$ cat config.mk
export PLATFORM = sky130hd
export DESIGN_NAME = gshare_predictor
export DESIGN_NICKNAME = d
export VERILOG_FILES = /design/src/rtl/gshare_predictor.sv
export SDC_FILE = /design/constraint.sdc
export NUM_CORES = 1
export LEC_CHECK = 0
export ABC_AREA = 1
export CAP_MARGIN = 20
export CORE_MARGIN = 2
export CORE_UTILIZATION = 40
export DETAILED_ROUTE_END_ITERATION = 12
export PLACE_DENSITY_LB_ADDON = 0.05
export RECOVER_POWER = 50
export SLEW_MARGIN = 10
export SYNTH_ARGS = -nofsm -noshare
export SYNTH_HDL_FRONTEND = slang
export SYNTH_SLANG_ARGS = --single-unit
$ cat constraint.sdc
create_clock -name clk -period 2.6 [get_ports clk]
set_input_delay 0.26 -clock clk [delete_from_list [all_inputs] [get_ports clk]]
set_output_delay 0.26 -clock clk [all_outputs]
set_load 0.02 [all_outputs]
$ cat src/rtl/gshare_predictor.sv
// Dual-slot gshare branch predictor: XOR-indexed pattern history table of
// saturating counters, speculative global history, misprediction recovery.
module gshare_predictor #(
  parameter int ADDR_W   = 8,
  parameter int IDX_W    = 5,
  parameter int HIST_W   = 5,
  parameter int CTR_W    = 2,
  parameter int INIT_CTR = 1
) (
  input  logic              clk,
  input  logic              rst,
  input  logic              fetch_valid,
  input  logic [ADDR_W-1:0] InstrAddr_F1,
  input  logic [ADDR_W-1:0] InstrAddr_F2,
  input  logic              is_branch1,
  input  logic              is_branch2,
  output logic              prediction1,
  output logic              prediction2,
  output logic [HIST_W-1:0] ghr_F1,
  output logic [HIST_W-1:0] ghr_F2,
  input  logic              update_signal1,
  input  logic              update_signal2,
  input  logic [ADDR_W-1:0] InstrAddr_E1,
  input  logic [ADDR_W-1:0] InstrAddr_E2,
  input  logic [HIST_W-1:0] ghr_E1,
  input  logic [HIST_W-1:0] ghr_E2,
  input  logic              actual_outcome1,
  input  logic              actual_outcome2,
  input  logic              mispredict1,
  input  logic              mispredict2
);

  localparam int              ENTRIES  = 1 << IDX_W;
  localparam logic [CTR_W-1:0] CTR_MAX  = '1;
  localparam logic [CTR_W-1:0] CTR_MIN  = '0;
  localparam logic [CTR_W-1:0] CTR_INIT = CTR_W'(INIT_CTR);

  function automatic logic [IDX_W-1:0] f_idx(input logic [ADDR_W-1:0] a,
                                             input logic [HIST_W-1:0] h);
    return a[IDX_W-1:0] ^ IDX_W'(h);
  endfunction

  // Shift written without a [HIST_W-2:0] slice so HIST_W=1 elaborates.
  function automatic logic [HIST_W-1:0] f_shift(input logic [HIST_W-1:0] h,
                                                input logic b);
    logic [HIST_W-1:0] r;
    r    = h << 1;
    r[0] = b;
    return r;
  endfunction

  function automatic logic [CTR_W-1:0] f_sat(input logic [CTR_W-1:0] c,
                                             input logic taken);
    logic [CTR_W-1:0] r;
    r = c;
    if (taken) begin
      if (c != CTR_MAX) r = c + 1'b1;
    end else begin
      if (c != CTR_MIN) r = c - 1'b1;
    end
    return r;
  endfunction

  logic [CTR_W-1:0]  r_pht [ENTRIES];
  logic [HIST_W-1:0] r_ghr;

  logic [IDX_W-1:0]  w_idx_f1, w_idx_f2, w_idx_e1, w_idx_e2;
  logic [HIST_W-1:0] w_ghr_f2, w_ghr_fetch, w_ghr_nxt;
  logic              w_pred1, w_pred2_raw, w_pred2;
  logic              w_wr1, w_wr2, w_rec1, w_rec2;
  logic [CTR_W-1:0]  w_ctr_e1, w_base_e2, w_ctr_e2;

  // Fetch side: slot 2 sees history already extended by slot 1's guess.
  always_comb begin
    w_idx_f1    = f_idx(InstrAddr_F1, r_ghr);
    w_pred1     = r_pht[w_idx_f1][CTR_W-1] & is_branch1;
    w_ghr_f2    = is_branch1 ? f_shift(r_ghr, w_pred1) : r_ghr;
    w_idx_f2    = f_idx(InstrAddr_F2, w_ghr_f2);
    w_pred2_raw = r_pht[w_idx_f2][CTR_W-1] & is_branch2;
    w_pred2     = w_pred2_raw & ~w_pred1;
    w_ghr_fetch = (is_branch2 && !w_pred1) ? f_shift(w_ghr_f2, w_pred2) : w_ghr_f2;
  end

  assign prediction1 = w_pred1;
  assign prediction2 = w_pred2;
  assign ghr_F1      = r_ghr;
  assign ghr_F2      = w_ghr_f2;

  // Execute side: slot 2 is wrong-path whenever slot 1 mispredicted.
  always_comb begin
    w_wr1     = update_signal1;
    w_rec1    = update_signal1 & mispredict1;
    w_wr2     = update_signal2 & ~w_rec1;
    w_rec2    = w_wr2 & mispredict2;
    w_idx_e1  = f_idx(InstrAddr_E1, ghr_E1);
    w_idx_e2  = f_idx(InstrAddr_E2, ghr_E2);
    w_ctr_e1  = f_sat(r_pht[w_idx_e1], actual_outcome1);
    w_base_e2 = (w_wr1 && (w_idx_e1 == w_idx_e2)) ? w_ctr_e1 : r_pht[w_idx_e2];
    w_ctr_e2  = f_sat(w_base_e2, actual_outcome2);
  end

  always_comb begin
    w_ghr_nxt = r_ghr;
    if (w_rec1)           w_ghr_nxt = f_shift(ghr_E1, actual_outcome1);
    else if (w_rec2)      w_ghr_nxt = f_shift(ghr_E2, actual_outcome2);
    else if (fetch_valid) w_ghr_nxt = w_ghr_fetch;
  end

  // On a shared index slot 2's write lands last and already includes slot 1.
  always_ff @(posedge clk or negedge rst) begin
    if (!rst) begin
      for (int i = 0; i < ENTRIES; i++) r_pht[i] <= CTR_INIT;
      r_ghr <= '0;
    end else begin
      if (w_wr1) r_pht[w_idx_e1] <= w_ctr_e1;
      if (w_wr2) r_pht[w_idx_e2] <= w_ctr_e2;
      r_ghr <= w_ghr_nxt;
    end
  end

  generate
    if (ADDR_W > IDX_W) begin : g_addr_hi
      logic w_unused_addr_hi;
      assign w_unused_addr_hi = ^{InstrAddr_F1[ADDR_W-1:IDX_W], InstrAddr_F2[ADDR_W-1:IDX_W],
                                  InstrAddr_E1[ADDR_W-1:IDX_W], InstrAddr_E2[ADDR_W-1:IDX_W]};
    end
  endgenerate

endmodule

# --- Yosys cells after proc, flatten, opt, wreduce, memory -nomap -nowiden ---
# Cells that the tools add are included.
word_totals:
  ff_bits: 69
  inputBits: 53
  output_inout_bits: 12
  word_cells: 102
classes:
  add_sub_neg: 4
  order_cmp: 6
  eq_ne: 3
  n_mux: 32
  bitwise: 16
  reduce_logical: 8
op_table:
  columns: ["operator", "n"]
  rows:
  - ["bitwise mux 64 bit", 2]
  - ["2-to-1 mux 64 bit", 2]
  - ["binary-select mux 2 bit (select 5 bit)", 4]
  - ["2-to-1 mux 2 bit", 17]
  - ["2-to-1 mux 5 bit", 5]
  - [">= comparator 6 bit, second input constant", 4]
  - ["inverter 5 -> 6 bit", 4]
  - ["demux 2 bit (select 5 bit)", 2]
  - ["XOR 5 bit", 4]
  - ["less-than comparator 6 x 1 -> 1 bit, second input constant", 2]
  - ["bitwise AND 1 bit", 6]
  - ["== test 5 bit", 1]
  - ["adder 2 x 1 -> 2 bit, second input constant", 2]
  - ["logical AND 1 bit", 4]
  - ["inequality test 2 bit, second input constant", 2]
  - ["nonzero test 2 bit", 2]
  - ["subtractor 2 x 1 -> 2 bit, second input constant", 2]
  - ["nonzero test 3 bit", 1]
  - ["inverter 1 bit", 2]
  - ["zero test 1 bit", 1]

# --- Logic depth before layout (Yosys ltp) ---
# Gate-level depths: netlist of the first run.
depth:
  depth_word: 18
  mapped_depth: 23
  mapped_depth_nobuf: 21

# --- Least setup slack after synthesis of the first run ---
# No wires, ideal clock.
synth_path:
  path_type: "flip-flop to output port"
  startpoint: "register r_ghr[0] (netlist: ghr_F1[0])"
  endpoint: "output port prediction2"
  arrival_time_ns: 2.422
  required_ns: 2.340
  slack_ns: -0.082
  stages_incl_launch_ff: 21
  n_path_buf: 2
  path_cell_list: "dfrtp_1 nand2_1 nand2_2 buf_4 nand2_1 nand3_1 nand3_1 nand3_1 nand3_1 nand2_1 nand2_1 nand3_2 buf_2 nand3_1 nand3_1 nand3_1 nand3_1 nand2_1 nand2_1 nand3_1 inv_1"
synth_via:
  elab_chain_len: 14
  elab_cells_between_ends: 15
  cone_classes: "mux: 7; bitwise: 8"
synth_lines:
  columns: ["element", "line", "text"]
  rows:
  - ["start: declaration", "65", "logic [HIST_W-1:0] r_ghr;"]
  - ["start signal: assignment", "117", "r_ghr <= w_ghr_nxt;"]
  - ["XOR 5 bit", "40", "return a[IDX_W-1:0] ^ IDX_W'(h);"]
  - ["inverter 5 -> 6 bit (implied by the code)", "76", "w_pred1 = r_pht[w_idx_f1][CTR_W-1] & is_branch1;"]
  - ["binary-select mux 2 bit (select 5 bit)", "76", null]
  - ["2-to-1 mux 2 bit (implied by the code) (2 in series)", "76", null]
  - ["bitwise AND 1 bit", "76", null]
  - ["2-to-1 mux 5 bit", "77", "w_ghr_f2 = is_branch1 ? f_shift(r_ghr, w_pred1) : r_ghr;"]
  - ["XOR 5 bit", "40", null]
  - ["inverter 5 -> 6 bit (implied by the code)", "79", "w_pred2_raw = r_pht[w_idx_f2][CTR_W-1] & is_branch2;"]
  - ["binary-select mux 2 bit (select 5 bit)", "79", null]
  - ["2-to-1 mux 2 bit (implied by the code) (2 in series)", "79", null]
  - ["bitwise AND 1 bit", "79", null]
  - ["bitwise AND 1 bit *", "80", "w_pred2 = w_pred2_raw & ~w_pred1;"]
  - ["end: declaration", "18", "output logic prediction2,"]
# Every way passes the cells marked *; elsewhere a longest branch is shown, timed or not. The select of a mux whose other input is x is not followed.

# --- Worst setup path in the final report of the first run ---
# Same ends and word-level chain as after synthesis.

==> results of run 1 <==
## sequential cells by signal, summed over array words and instances (netlist names)
register	cells
r_pht	64
ghr_F1	5
## through the flow
step	worst slack [ns]	utilization, %	hold slack (ns)	cell area (um^2)
3_3_place_gp	-0.984	55.1	0.256	7940
4_1_cts	-0.348	63.4	0.378	9150
2_1_floorplan	0.0218	-	-0.0356	5890
5_1_grt	-0.576	67.9	0.314	9800
3_5_place_dp	-1.03	55.1	0.258	7940
6_report	-0.454	67.9	0.291	9800
## where the power goes
part | internal (uW) | switching, uW
sequential | 1770 | 529
combinational | 2740 | 3660
clock | 686 | 610
total | 5190 | 4800
## layout by cell type, fill, tap and decap left out, types with 4 or more instances in the layout
cell,netlist,final
sky130_fd_sc_hd__a21oi_1,74,60
sky130_fd_sc_hd__a21oi_2,1,11
sky130_fd_sc_hd__a21oi_4,0,4
sky130_fd_sc_hd__a22oi_2,0,4
sky130_fd_sc_hd__buf_12,0,15
sky130_fd_sc_hd__buf_4,7,189
sky130_fd_sc_hd__buf_6,3,24
sky130_fd_sc_hd__clkbuf_16,0,9
sky130_fd_sc_hd__clkbuf_2,0,5
sky130_fd_sc_hd__clkdlybuf4s50_1,0,30
sky130_fd_sc_hd__dfrtp_1,37,35
sky130_fd_sc_hd__dfstp_2,32,32
sky130_fd_sc_hd__dlygate4sd2_1,0,4
sky130_fd_sc_hd__dlymetal6s2s_1,0,5
sky130_fd_sc_hd__inv_1,92,79
sky130_fd_sc_hd__inv_2,8,14
sky130_fd_sc_hd__inv_4,0,4
sky130_fd_sc_hd__inv_8,0,5
sky130_fd_sc_hd__mux2i_1,5,5
sky130_fd_sc_hd__nand2_1,142,118
sky130_fd_sc_hd__nand2_2,19,31
sky130_fd_sc_hd__nand2_4,2,11
sky130_fd_sc_hd__nand2_8,0,6
sky130_fd_sc_hd__nand3_1,106,62
sky130_fd_sc_hd__nand3_2,4,44
sky130_fd_sc_hd__nand3_4,0,6
sky130_fd_sc_hd__nand4_1,4,4
sky130_fd_sc_hd__nor2_1,121,98
sky130_fd_sc_hd__nor2_2,1,16
sky130_fd_sc_hd__nor2_4,2,10
sky130_fd_sc_hd__o211ai_1,5,5
sky130_fd_sc_hd__o21ai_0,64,47
sky130_fd_sc_hd__o21ai_1,19,24
sky130_fd_sc_hd__o21ai_2,10,21
sky130_fd_sc_hd__o22ai_1,62,49
sky130_fd_sc_hd__o22ai_2,2,15
sky130_fd_sc_hd__xnor2_1,15,7
sky130_fd_sc_hd__xnor2_2,1,8
## worst max-delay path: cells and delay by family (launching register included)
family / cells / cell delay, ns
buffers and inverters: 4 / 0.42
AND/OR/NAND/NOR: 16 / 1.53
flip-flops: 1 / 0.46
## cell type report
class,count,share of cell area [%]
clock buffers,9,2.30
clock inverters,7,0.754
inverters,103,4.30
multi-input cells,693,45.9
flip-flops and latches,69,18.1
well taps,184,2.35
repair buffers,282,26.1
repair inverters,2,0.141
## how the worst max path moves through the flow
stage / end / slack (ns)
after floorplan: prediction2 / 0.02
after global placement: prediction2 / -0.98
after detailed placement: prediction2 / -1.03
after CTS: prediction2 / -0.35
after global routing: prediction2 / -0.58
final: prediction2 / -0.45
## kinds of logic (layout without fill, tap and decap cells)
group           Yosys count  count (layout)  share of synthesized area (%)
xor+xnor                 19              19                           3.28
buf+inv                 132             403                           9.71
simple gates            406             411                           30.4
mux                       5               5                          0.852
compound gates          258             258                           25.7
flops                    69              69                           30.1
## what timing repair did
action	CTS	global route
hold buffers	1	0
endpoints found under the hold margin	3	0
gates cloned	12	0
gates resized for setup	151	172
setup buffers	24	19
pin swaps	43	79
setup endpoints to repair	68	69
## per-layer routing
metal	track usage, %	vias up
met5	0	-
met4	19.2	0
met3	8.69	141
met2	59.2	574
met1	50.0	3828
li1	-	3611
==> qor.yml, run 1 <==
run_status:
  run_status: "finished, violations left"
  failed_checks: "negative setup slack"
setup_path:
  rr_startpoint: "ghr_F1[0]"
  worst_setup_path_startpoint: "ghr_F1[0]"
  reg2reg_setup_slack_ns: -0.06
  required_ns: 2.34
  cpPeakStageDelay_ns: 0.46
  worst_setup_path_start_kind: "flip-flop"
  worstSetupEndpointType: "primary output"
  r2r.worst_path.cells: 22
  path_class: "reg2out"
  path_max_fanout: 8
  arrival_ns: 2.79
  worstPathCellList: "inv_4 > nand2_8 > buf_6 > nand3_2 > nand3_2 > nand3_1 > nand3_1 > nand3_2 > nand2_2 > nand2_4 > nand3_4 > nand3_1 > nand3_1 > nand3_1 > nand3_2 > nand2_2 > nand2_2 > nand3_2 > inv_2 > buf_6"
  endpoint_of_the_worst_slack_reg_to_reg_timing_path: "ghr_F1[0]"
  worst_path_max_delay_cell: "sky130_fd_sc_hd__dfrtp_2"
drt:
  met3RoutedLength_um: 3470
  first_drt_iteration_drcs: 1078
  detail_route.wl_per_cell_um: 22.8
  routed.top_layer: "met4"
  detail_route.wirelength_um: 30700
  postRouteAntennaNets: 0
  detail_route.drc_violations: 0
  dr_total_vias: 8154
  detailedRoute.firstPassIterationCount: 8
  m1_wl_um: 11900
  met2_wirelength_um: 13600
  detail_route.vias_per_cell: 6.04
global_route:
  gr-usage-all-layers_pct: 38.1
  number_of_global_route_vias_before_repair: 7718
  pin_count_of_the_biggest_net_entering_global_routing: 50
  global_route_wire_length_before_repair_um: 45400
  antenna_violations_before_repair: 0
  grt.overflow.total: 0
timing:
  grt_setup_unrepaired: "true"
  setup_violations_final: 17
  max-slew-margin-rel_pct: 23.5
  setup_ws_ns: -0.454
  period_share_pct: 117
  setup-tns-final_ns: -0.894
  tightest_slew_ns: 1.15
  fmax_mhz: 327
  finalHoldViolCount: 0
  finalCriticalPeriod_ns: 3.05
  timing.clock.skew_ns: 0.00931
  finalMaxSlewViolations: 0
place:
  gp_congestion: 1.04
  portBuffers: 52
  dpl.hpwl_um: 20700
  post-place-cells: 1281
job:
  drv_cap: 0
final_layout:
  instances_no_fill: 1349
  nFillCells: 1209
  multi_input_area_mm2: 0.00450
  regArea_mm2: 0.00177
  drive_above_1_share_pct: 43.9
  finalNetCount: 1213
  antennaDiodeCount: 0
  area_growth_synth_to_finish_pct: 66.8
synthesis:
  synth-seq-area-share_pct: 30.1
  synth_top_area_cell: "sky130_fd_sc_hd__dfrtp_1"
  synthesis.instances: 889
  postSynthAreaPerCell_um2: 6.61
  postSynth.topFlopCell: "sky130_fd_sc_hd__dfrtp_1"
  synth_async_sr_flop_share_pct: 100
  syn_area_mm2: 0.00587
  synth_seq_cells: 69
  synthTopCellsByArea: "sky130_fd_sc_hd__dfrtp_1 (16%), sky130_fd_sc_hd__dfstp_2 (14%), sky130_fd_sc_hd__nand2_1 (9.1%), sky130_fd_sc_hd__nand3_1 (9.0%), sky130_fd_sc_hd__nor2_1 (7.7%)"
  most_frequent_cells_after_synthesis: "sky130_fd_sc_hd__nand2_1 (142), sky130_fd_sc_hd__nor2_1 (121), sky130_fd_sc_hd__nand3_1 (106), sky130_fd_sc_hd__inv_1 (92), sky130_fd_sc_hd__a21oi_1 (74)"
  synthesis.nets: 942
  synth.distinct_cells: 43
  yosysMostFrequentCell: "sky130_fd_sc_hd__nand2_1"
  synth_largest_type_area_fraction_pct: 15.8
  number_of_synthesized_flops_with_an_enable_pin: 0
  total_number_of_yosys_warnings: 0
clock_network:
  clkLatencyLatePin_ns: 0.36
  htree_num_levels: 3
  clock_tree_from_tritoncts: "done"
  tritoncts_num_sinks: 69
  cts_root_buffer: "sky130_fd_sc_hd__clkbuf_16"
  ctsLongestPathBuffers: 2
  cts_bufs_inserted: 9
  clk_pin_slew_worst_paths_ns: 0.07
floorplan:
  core_area_mm2: 0.0144
  initial_core_util_pct: 40.7
  placementRows: 44
  floorplan.die.height_um: 125
  fp.dieArea_mm2: 0.0157
  die-width_um: 125
  pin_count: 65
power:
  p_leak_uw: 0.00434
  total_power_uw: 9990
  power-per-cell-area_mw_per_mm2: 1020
  max-vdd-ir-drop_mv: 0.556
worst_hold_path:
  min_delay_worst_endpoint: "ghr_F1[3]"
  min_from: "ghr_E1[2]"
  hp-class: "in2reg"
  worst_hold_path.num_cells: 3
Power figures use the tool's default switching activity.
==> run 2: changes to the inputs <==
Settings changed: GPL_ROUTABILITY_DRIVEN set to 0.
==> run 2 against run 1 <==
Compared with the run above: clock power is essentially flat; critical path depth is the same; the flow still finishes with violations (negative setup slack); fmax grew 1.5%; highest routed layer unchanged; via count shrank 1.7%; wire length shrank 6.1%; global-route usage shrank 3.3 points; worst setup slack gained 0.046 ns; sequential power is essentially flat; sequential share of layout area grew 0.16 points; first-iteration DRC count grew 7.1%; register-to-register slack lost 0.12 ns; non-clock buffer count shrank 19.
==> qor.yml, run 2 (synthesis results as in run 1) <==
run_status:
  run_status: "finished, violations left"  # unchanged
  failed_checks: "negative setup slack"  # unchanged
place:
  dpl.hpwl_um: 19600  # was 20700 um
  portBuffers: 52  # unchanged
  postPlaceCellArea_mm2: 0.00789  # was 0.00794 mm^2
clock_network:
  tritoncts_num_sinks: 69  # unchanged
  htree_num_levels: 3  # unchanged
  clkLatencyLatePin_ns: 0.36  # about the same
  ctsLongestPathBuffers: 2  # unchanged
  clock_tree_from_tritoncts: "done"  # unchanged
  clk_pin_slew_worst_paths_ns: 0.06  # was 0.07 ns
  cts_root_buffer: "sky130_fd_sc_hd__clkbuf_16"  # unchanged
  cts_bufs_inserted: 9  # unchanged
floorplan:
  die-width_um: 125  # unchanged
  placementRows: 44  # unchanged
  floorplan.die.height_um: 125  # unchanged
  pin_count: 65  # unchanged
  fp.dieArea_mm2: 0.0157  # unchanged
  initial_core_util_pct: 40.7  # unchanged
  core_area_mm2: 0.0144  # unchanged
drt:
  m1_wl_um: 11200  # was 11900 um
  detailedRoute.firstPassIterationCount: 5  # was 8
  detail_route.drc_violations: 0  # unchanged
  met2_wirelength_um: 12800  # was 13600 um
  first_drt_iteration_drcs: 1155  # was 1078
  dr_total_vias: 8018  # was 8154
  met3RoutedLength_um: 3300  # was 3470 um
  detail_route.wirelength_um: 28900  # was 30700 um
  detail_route.vias_per_cell: 6.04  # about the same
  routed.top_layer: "met4"  # unchanged
  postRouteAntennaNets: 0  # unchanged
  detail_route.wl_per_cell_um: 21.7  # was 22.8 um
setup_path:
  critical-path-top-cell-by-count: "sky130_fd_sc_hd__nand3_2"
  path_class: "reg2out"  # unchanged
  worst_setup_path_start_kind: "flip-flop"  # unchanged
  required_ns: 2.34  # about the same
  worstPathCellList: "inv_4 > nand2_8 > buf_6 > nand3_2 > nand3_2 > nand3_2 > nand3_2 > nand3_4 > nand3_4 > nand3_4 > clkbuf_16 > nand3_2 > nand3_1 > nand3_1 > nand3_1 > nand2_1 > nand2_1 > nand3_2 > inv_2 > buf_6"  # was inv_4 > nand2_8 > buf_6 > nand3_2 > nand3_2 > nand3_1 > nand3_1 > nand3_2 > nand2_2 > nand2_4 > nand3_4 > nand3_1 > nand3_1 > nand3_1 > nand3_2 > nand2_2 > nand2_2 > nand3_2 > inv_2 > buf_6
  worst_path_max_delay_cell: "sky130_fd_sc_hd__dfrtp_2"  # unchanged
  path_max_fanout: 8  # unchanged
  arrival_ns: 2.75  # was 2.79 ns
  worstSetupEndpointType: "primary output"  # unchanged
  cpPeakStageDelay_ns: 0.46  # about the same
final_layout:
  finalNetCount: 1192  # was 1213
  area_growth_synth_to_finish_pct: 65.3  # was 66.8%
  top_register: "r_pht"  # unchanged
  drive_above_1_share_pct: 41.4  # was 43.9%
  largest_reg_flops: 64  # unchanged
  layout_common_cells: "sky130_fd_sc_hd__buf_4 (170), sky130_fd_sc_hd__nand2_1 (115), sky130_fd_sc_hd__nor2_1 (109), sky130_fd_sc_hd__inv_1 (86), sky130_fd_sc_hd__o22ai_1 (61)"  # was sky130_fd_sc_hd__buf_4 (189), sky130_fd_sc_hd__nand2_1 (118), sky130_fd_sc_hd__nor2_1 (98), sky130_fd_sc_hd__inv_1 (79), sky130_fd_sc_hd__nand3_1 (62)
  antennaDiodeCount: 0  # unchanged
  final_instance_area_mm2: 0.00971  # was 0.00980 mm^2
  commonest_non_fill_non_tap_cell_in_the_layout: "sky130_fd_sc_hd__buf_4"  # unchanged
  final_core_utilization_pct: 67.3  # was 67.9%
  nFillCells: 1211  # was 1209
timing:
  tightest_slew_ns: 1.06  # was 1.15 ns
  period_share_pct: 116  # was 117%
  final.hold.worst_slack_ns: 0.358  # was 0.291 ns
  finalCriticalPeriod_ns: 3.01  # was 3.05 ns
  max-slew-margin-rel_pct: 29.1  # was 23.5%
  fmax_mhz: 332  # was 327 MHz
  finalHoldViolCount: 0  # unchanged
  grt_setup_unrepaired: "true"  # unchanged
  setup_violations_final: 2  # was 17
  timing.clock.skew_ns: 0.00922  # was 0.00931 ns
  setup_ws_ns: -0.408  # was -0.454 ns
  finalMaxSlewViolations: 0  # unchanged
power:
  power-per-cell-area_mw_per_mm2: 1040  # was 1020 mW/mm^2
  total_power_uw: 10100  # was 9990 uW
  max-vdd-ir-drop_mv: 1.04  # was 0.556 mV
  p_leak_uw: 0.00428  # was 0.00434 uW
global_route:
  grt.overflow.total: 0  # unchanged
  gr-usage-all-layers_pct: 34.8  # was 38.1%
  pin_count_of_the_biggest_net_entering_global_routing: 23  # was 50
  number_of_global_route_vias_before_repair: 7481  # was 7718
  global_route_wire_length_before_repair_um: 42200  # was 45400 um
  antenna_violations_before_repair: 0  # unchanged
worst_hold_path:
  hp-class: "in2reg"  # unchanged
job:
  drv_cap: 0  # unchanged
## run 2: changes by cell type in the layout (fill, tap and decap cells not counted), sizes merged
cell / previous run / this run
dlygate4sd3: 2 / 1
clkinvlp: 2 / 1
buf: 234 / 207
clkinv: 6 / 4
clkbuf: 16 / 18
inv: 104 / 106
clkdlybuf4s50: 30 / 31
dlygate4sd2: 4 / 8
nand2: 166 / 165
dlymetal6s2s: 5 / 6
clkdlybuf4s15: 0 / 1
## run 2: timing repair
item | CTS | global route
setup endpoints to repair | 68 | 69
hold buffers | 1 | 0
resized for setup | 126 | 173
pin swaps | 35 | 81
endpoints found under the hold margin | 8 | 0
buffers inserted | 16 | 13
cloned | 9 | 3
## run 2: layout make-up
class                      instances  area [um^2]  area share [%]
clock buffer                       9          225            2.32
clock inverter                     7         71.3           0.734
inverter                         103          395            4.07
multi-input combinational        692         4590            47.2
sequential                        69         1770            18.2
tap                              184          230            2.37
timing repair buffer             263         2430            25.0
timing repair inverter             1         7.51          0.0773
## run 2: through the flow
step | setup WS (ns) | TNS [ns] | std cells
2_1_floorplan | 0.0218 | 0 | 889
3_3_place_gp | -0.900 | -40.95 | 1273
3_5_place_dp | -0.930 | -43.43 | 1273
4_1_cts | -0.312 | -0.534 | 1315
5_1_grt | -0.540 | -1.77 | 1328
6_report | -0.408 | -0.592 | 1328
## run 2: worst paths after layout
check	depth (start not counted)	endpoint	slack (ns)	from
worst max-delay path	20	prediction2	-0.41	ghr_F1[0]
worst min register to register	2	r_pht[14]	0.56	r_pht[14]
max in group asynchronous	3	ghr_F1[1]	0.51	rst
min in group asynchronous	2	r_pht[53]	0.62	rst
worst max register to register	24	ghr_F1[0]	-0.18	ghr_F1[0]
worst min-delay path	4	ghr_F1[1]	0.36	ghr_E1[0]
## run 2: critical path: cells and delay by family (launching register included)
family | cells | cell delay [ns]
DFF | 1 | 0.46
and+or+nand+nor | 15 | 1.32
buffers and inverters | 5 | 0.62
## run 2: where the power goes
part / switching [uW] / total, uW / internal [uW]
Clock: 605 / 1280 / 679
Combinational: 3720 / 6510 / 2790
Sequential: 517 / 2290 / 1770
## run 2: layer usage
| layer | track usage (%) | up-vias |
|---|---|---|
| met5 | 0 | - |
| met4 | 15.6 | 0 |
| met3 | 10.0 | 139 |
| met2 | 53.1 | 555 |
| met1 | 45.9 | 3748 |
| li1 | - | 3576 |
==> run 3: changes to the inputs <==
Settings changed: ABC_AREA 1 to not set, ABC_CLOCK_PERIOD_IN_PS set to 2600, RECOVER_POWER 50 to 100.
==> run 3 against run 2 <==
Compared with the run above: the flow finishes with violations (max-capacitance violations, max-slew violations, negative setup slack); final area up 3.0%; hold slack worse by 0.18 ns; count of clock-buffer cells in the layout unchanged; die area up 6.4%; critical path depth down 4.
==> qor.yml, run 3 <==
final_layout:
  commonest_non_fill_non_tap_cell_in_the_layout: "sky130_fd_sc_hd__buf_4"  # unchanged
  finalNetCount: 988  # was 1192
  drive_above_1_share_pct: 47.7  # was 41.4%
  multi_input_area_mm2: 0.00517  # was 0.00459 mm^2
  final_core_utilization_pct: 65.6  # was 67.3%
  largest_reg_flops: 64  # unchanged
  regArea_mm2: 0.00177  # about the same
  nFillCells: 1210  # was 1211
  instances_no_fill: 1151  # was 1328
  top_register: "r_pht"  # unchanged
  final_instance_area_mm2: 0.0100  # was 0.00971 mm^2
  layout_common_cells: "sky130_fd_sc_hd__buf_4 (181), sky130_fd_sc_hd__nor2_1 (86), sky130_fd_sc_hd__mux2i_1 (56), sky130_fd_sc_hd__nand2_1 (38)"  # was sky130_fd_sc_hd__buf_4 (170), sky130_fd_sc_hd__nand2_1 (115), sky130_fd_sc_hd__nor2_1 (109), sky130_fd_sc_hd__inv_1 (86), sky130_fd_sc_hd__o22ai_1 (61)
  antennaDiodeCount: 0  # unchanged
  area_growth_synth_to_finish_pct: 59.7  # was 65.3%
synthesis:
  synthAdderAreaFrac_pct: 0.679  # was 0%
  postSynth.topFlopCell: "sky130_fd_sc_hd__dfrtp_1"  # unchanged
  syn_area_mm2: 0.00626  # was 0.00587 mm^2
  synth_seq_cells: 69  # unchanged
  synth_top_area_cell: "sky130_fd_sc_hd__dfrtp_1"  # unchanged
  synthXorXnorAreaFrac_pct: 5.43  # was 3.28%
  most_frequent_cells_after_synthesis: "sky130_fd_sc_hd__nor2_1 (90), sky130_fd_sc_hd__nand2_1 (77), sky130_fd_sc_hd__mux2i_1 (56), sky130_fd_sc_hd__a21oi_1 (49), sky130_fd_sc_hd__o21ai_0 (44)"  # was sky130_fd_sc_hd__nand2_1 (142), sky130_fd_sc_hd__nor2_1 (121), sky130_fd_sc_hd__nand3_1 (106), sky130_fd_sc_hd__inv_1 (92), sky130_fd_sc_hd__a21oi_1 (74)
  synth-seq-area-share_pct: 28.2  # was 30.1%
  yosysMostFrequentCell: "sky130_fd_sc_hd__nor2_1"  # was sky130_fd_sc_hd__nand2_1
  synth.distinct_cells: 70  # was 43
  yosys.area_share.simple_pct: 18.6  # was 30.4%
  synth_largest_type_area_fraction_pct: 14.8  # was 15.8%
  synth_compound_area_share_pct: 20.5  # was 25.7%
  total_number_of_yosys_warnings: 0  # unchanged
  number_of_synthesized_flops_with_an_enable_pin: 0  # unchanged
  synthesis.nets: 752  # was 942
  postSynthAreaPerCell_um2: 8.96  # was 6.61 um^2
  synth_async_sr_flop_share_pct: 100  # unchanged
  yosys-mux-area-fraction_pct: 23.1  # was 0.852%
  synthesis.instances: 699  # was 889
  synthTopCellsByArea: "sky130_fd_sc_hd__dfrtp_1 (15%), sky130_fd_sc_hd__dfstp_2 (13%), sky130_fd_sc_hd__mux4_2 (13%), sky130_fd_sc_hd__mux2i_1 (8.9%), sky130_fd_sc_hd__nor2_1 (5.4%)"  # was sky130_fd_sc_hd__dfrtp_1 (16%), sky130_fd_sc_hd__dfstp_2 (14%), sky130_fd_sc_hd__nand2_1 (9.1%), sky130_fd_sc_hd__nand3_1 (9.0%), sky130_fd_sc_hd__nor2_1 (7.7%)
  synth_top_family_by_area: "multiplexers"  # was simple AND/OR/NAND/NOR gates
global_route:
  global_route_wire_length_before_repair_um: 41800  # was 42200 um
  gr-usage-all-layers_pct: 33.3  # was 34.8%
  met3_usage_pct: 6.94  # was 10.0%
  number_of_global_route_vias_before_repair: 7219  # was 7481
  grt-busiest-layer: "met2"  # unchanged
  grt_util_met1_pct: 43.2  # was 45.9%
  met2_usage_pct: 52.4  # was 53.1%
  grt.overflow.total: 0  # unchanged
  pin_count_of_the_biggest_net_entering_global_routing: 36  # was 23
  antenna_violations_before_repair: 0  # unchanged
setup_path:
  worst_path_max_delay_cell: "sky130_fd_sc_hd__dfrtp_2"  # unchanged
  path_class: "reg2out"  # unchanged
  required_ns: 2.34  # about the same
  worstSetupEndpointType: "primary output"  # unchanged
  r2r.worst_path.cells: 17  # was 24
  worstPathCellList: "xor2_2 > buf_6 > buf_12 > mux2i_1 > nor4_1 > a211oi_2 > nand4_4 > buf_12 > nor3_1 > buf_4 > a32o_1 > a311oi_1 > o41ai_2 > and3_1 > o31a_1 > buf_4"  # was inv_4 > nand2_8 > buf_6 > nand3_2 > nand3_2 > nand3_2 > nand3_2 > nand3_4 > nand3_4 > nand3_4 > clkbuf_16 > nand3_2 > nand3_1 > nand3_1 > nand3_1 > nand2_1 > nand2_1 > nand3_2 > inv_2 > buf_6
  arrival_ns: 3.68  # was 2.75 ns
  cpPeakStageDelay_ns: 0.44  # was 0.46 ns
  worst_setup_path_start_kind: "flip-flop"  # unchanged
  path_max_fanout: 7  # was 8
drt:
  detail_route.vias_per_cell: 6.31  # was 6.04
  detail_route.wl_per_cell_um: 24.1  # was 21.7 um
  first_drt_iteration_drcs: 708  # was 1155
  detailedRoute.firstPassIterationCount: 5  # unchanged
  detail_route.wirelength_um: 27700  # was 28900 um
  postRouteAntennaNets: 0  # unchanged
  detail_route.drc_violations: 0  # unchanged
  dr_total_vias: 7262  # was 8018
floorplan:
  fp.dieArea_mm2: 0.0167  # was 0.0157 mm^2
  die-width_um: 129  # was 125 um
  floorplan.die.height_um: 129  # was 125 um
  pin_count: 65  # unchanged
  placementRows: 45  # was 44
  core_area_mm2: 0.0153  # was 0.0144 mm^2
  initial_core_util_pct: 41.1  # was 40.7%
clock_network:
  clock_tree_from_tritoncts: "done"  # unchanged
  ctsLongestPathBuffers: 2  # unchanged
  cts_bufs_inserted: 9  # unchanged
  clk_pin_slew_worst_paths_ns: 0.06  # about the same
  tritoncts_num_sinks: 69  # unchanged
  cts_hold_bufs: 0  # was 1
  clkLatencyLatePin_ns: 0.35  # was 0.36 ns
  htree_num_levels: 3  # unchanged
  cts_root_buffer: "sky130_fd_sc_hd__clkbuf_16"  # unchanged
timing:
  setup_ws_ns: -1.34  # was -0.408 ns
  timing.clock.skew_ns: 0.0129  # was 0.00922 ns
  tightest_slew_ns: 2.07  # was 1.06 ns
  setup_violations_final: 72  # was 2
  max-slew-margin-rel_pct: -37.9  # was 29.1%
  finalHoldViolCount: 0  # unchanged
  fmax_mhz: 254  # was 332 MHz
  finalMaxSlewViolations: 36  # was 0
  period_share_pct: 151  # was 116%
  grt_setup_unrepaired: "true"  # unchanged
  finalCriticalPeriod_ns: 3.94  # was 3.01 ns
place:
  portBuffers: 52  # unchanged
  postPlaceCellArea_mm2: 0.00859  # was 0.00789 mm^2
  post-place-cells: 1115  # was 1273
  place_worst_setup_slack_ns: -1.78  # was -0.930 ns
  dpl.hpwl_um: 19700  # was 19600 um
power:
  power-per-cell-area_mw_per_mm2: 1120  # was 1040 mW/mm^2
  switching_portion_of_total_power_pct: 42.6  # was 48.1%
  p_seq_share_pct: 19.1  # was 22.7%
  combPwrFrac_pct: 67.1  # was 64.6%
  p_clk_share_pct: 13.7  # was 12.7%
  power_report.internal_total_uw: 6440  # was 5230 uW
  total_switching_power_uw: 4780  # was 4840 uW
  p_leak_uw: 0.00412  # was 0.00428 uW
  max-vdd-ir-drop_mv: 0.577  # was 1.04 mV
run_status:
  failed_checks: "max-capacitance violations, max-slew violations, negative setup slack"  # was negative setup slack
  run_status: "finished, violations left"  # unchanged
worst_hold_path:
  hp-class: "in2async"  # was in2reg
job:
  drv_cap: 1  # was 0
run 3: logic make-up (layout without fill, tap and decap cells):
logic type      Yosys count  count (layout)
simple gates            249             249
compound gates          197             197
mux                      97              97
flops                    69              69
buf+inv                  45             286
xor+xnor                 38              38
fa+ha+maj                 4               4
run 3: final timing paths:
path,start,end,slack [ns]
worst max-delay path,ghr_F1[0],prediction2,-1.34
worst min-delay path,rst,r_pht[54],0.18
worst max register to register,ghr_F1[0],ghr_F1[0],-1.04
worst min register to register,r_pht[13],r_pht[13],0.71
max in group asynchronous,rst,ghr_F1[0],0.27
min in group clk,ghr_E1[0],ghr_F1[1],0.22
run 3: area by class of cell:
cell class              instances  share of cell area, %
clock inverters                 7                   1.45
multi-input cells             585                   51.7
well taps                     211                   2.64
repair buffers                260                   23.9
clock buffers                   9                   2.25
flip-flops and latches         69                   17.7
inverters                      10                  0.375
run 3: power by group through the flow:
stage / Sequential (uW) / Clock (uW) / Combinational, uW
2_1_floorplan: 2140 / 0 / 3440
3_3_place_gp: 2130 / 0 / 5970
3_5_place_dp: 2140 / 0 / 6080
4_1_cts: 2120 / 1550 / 6890
5_1_grt: 2190 / 1600 / 7880
6_report: 2140 / 1540 / 7530
run 3: critical path: cells and delay by family, from the launching register on:
kind	cells	cell delay (ns)
AOI/OAI and AO/OA	5	1.18
and+or+nand+nor	4	0.74
buffers and inverters	5	0.70
DFF	1	0.44
xor gates and xnor gates	1	0.16
muxes	1	0.13
run 3: metal layers:
metal | wire, um | part of all wire (%) | up-vias
met2 | 12600 | 45 | 446
li1 | - | - | 3108
met1 | 10600 | 38 | 3558
met5 | 0 | 0 | -
met3 | 2620 | 9.4 | 150
met4 | 1890 | 6.8 | 0
run 3: timing repair:
| action | 4_1_cts | 5_1_grt |
|---|---|---|
| gates cloned | 6 | 1 |
| setup endpoints to repair | 72 | 72 |
| buffers inserted | 10 | 9 |
| pin swaps | 14 | 24 |
| gates resized for setup | 114 | 104 |
run 3: per-stage QoR:
step / setup TNS, ns / hold WS (ns) / power, uW
floorplan: -10.30 / -0.0356 / 5590
global route: -23.07 / 0.223 / 11700
CTS: -25.39 / 0.0310 / 10600
finish: -19.92 / 0.182 / 11200
detailed placement: -69.03 / 0.384 / 8210
global placement: -67.18 / 0.369 / 8100
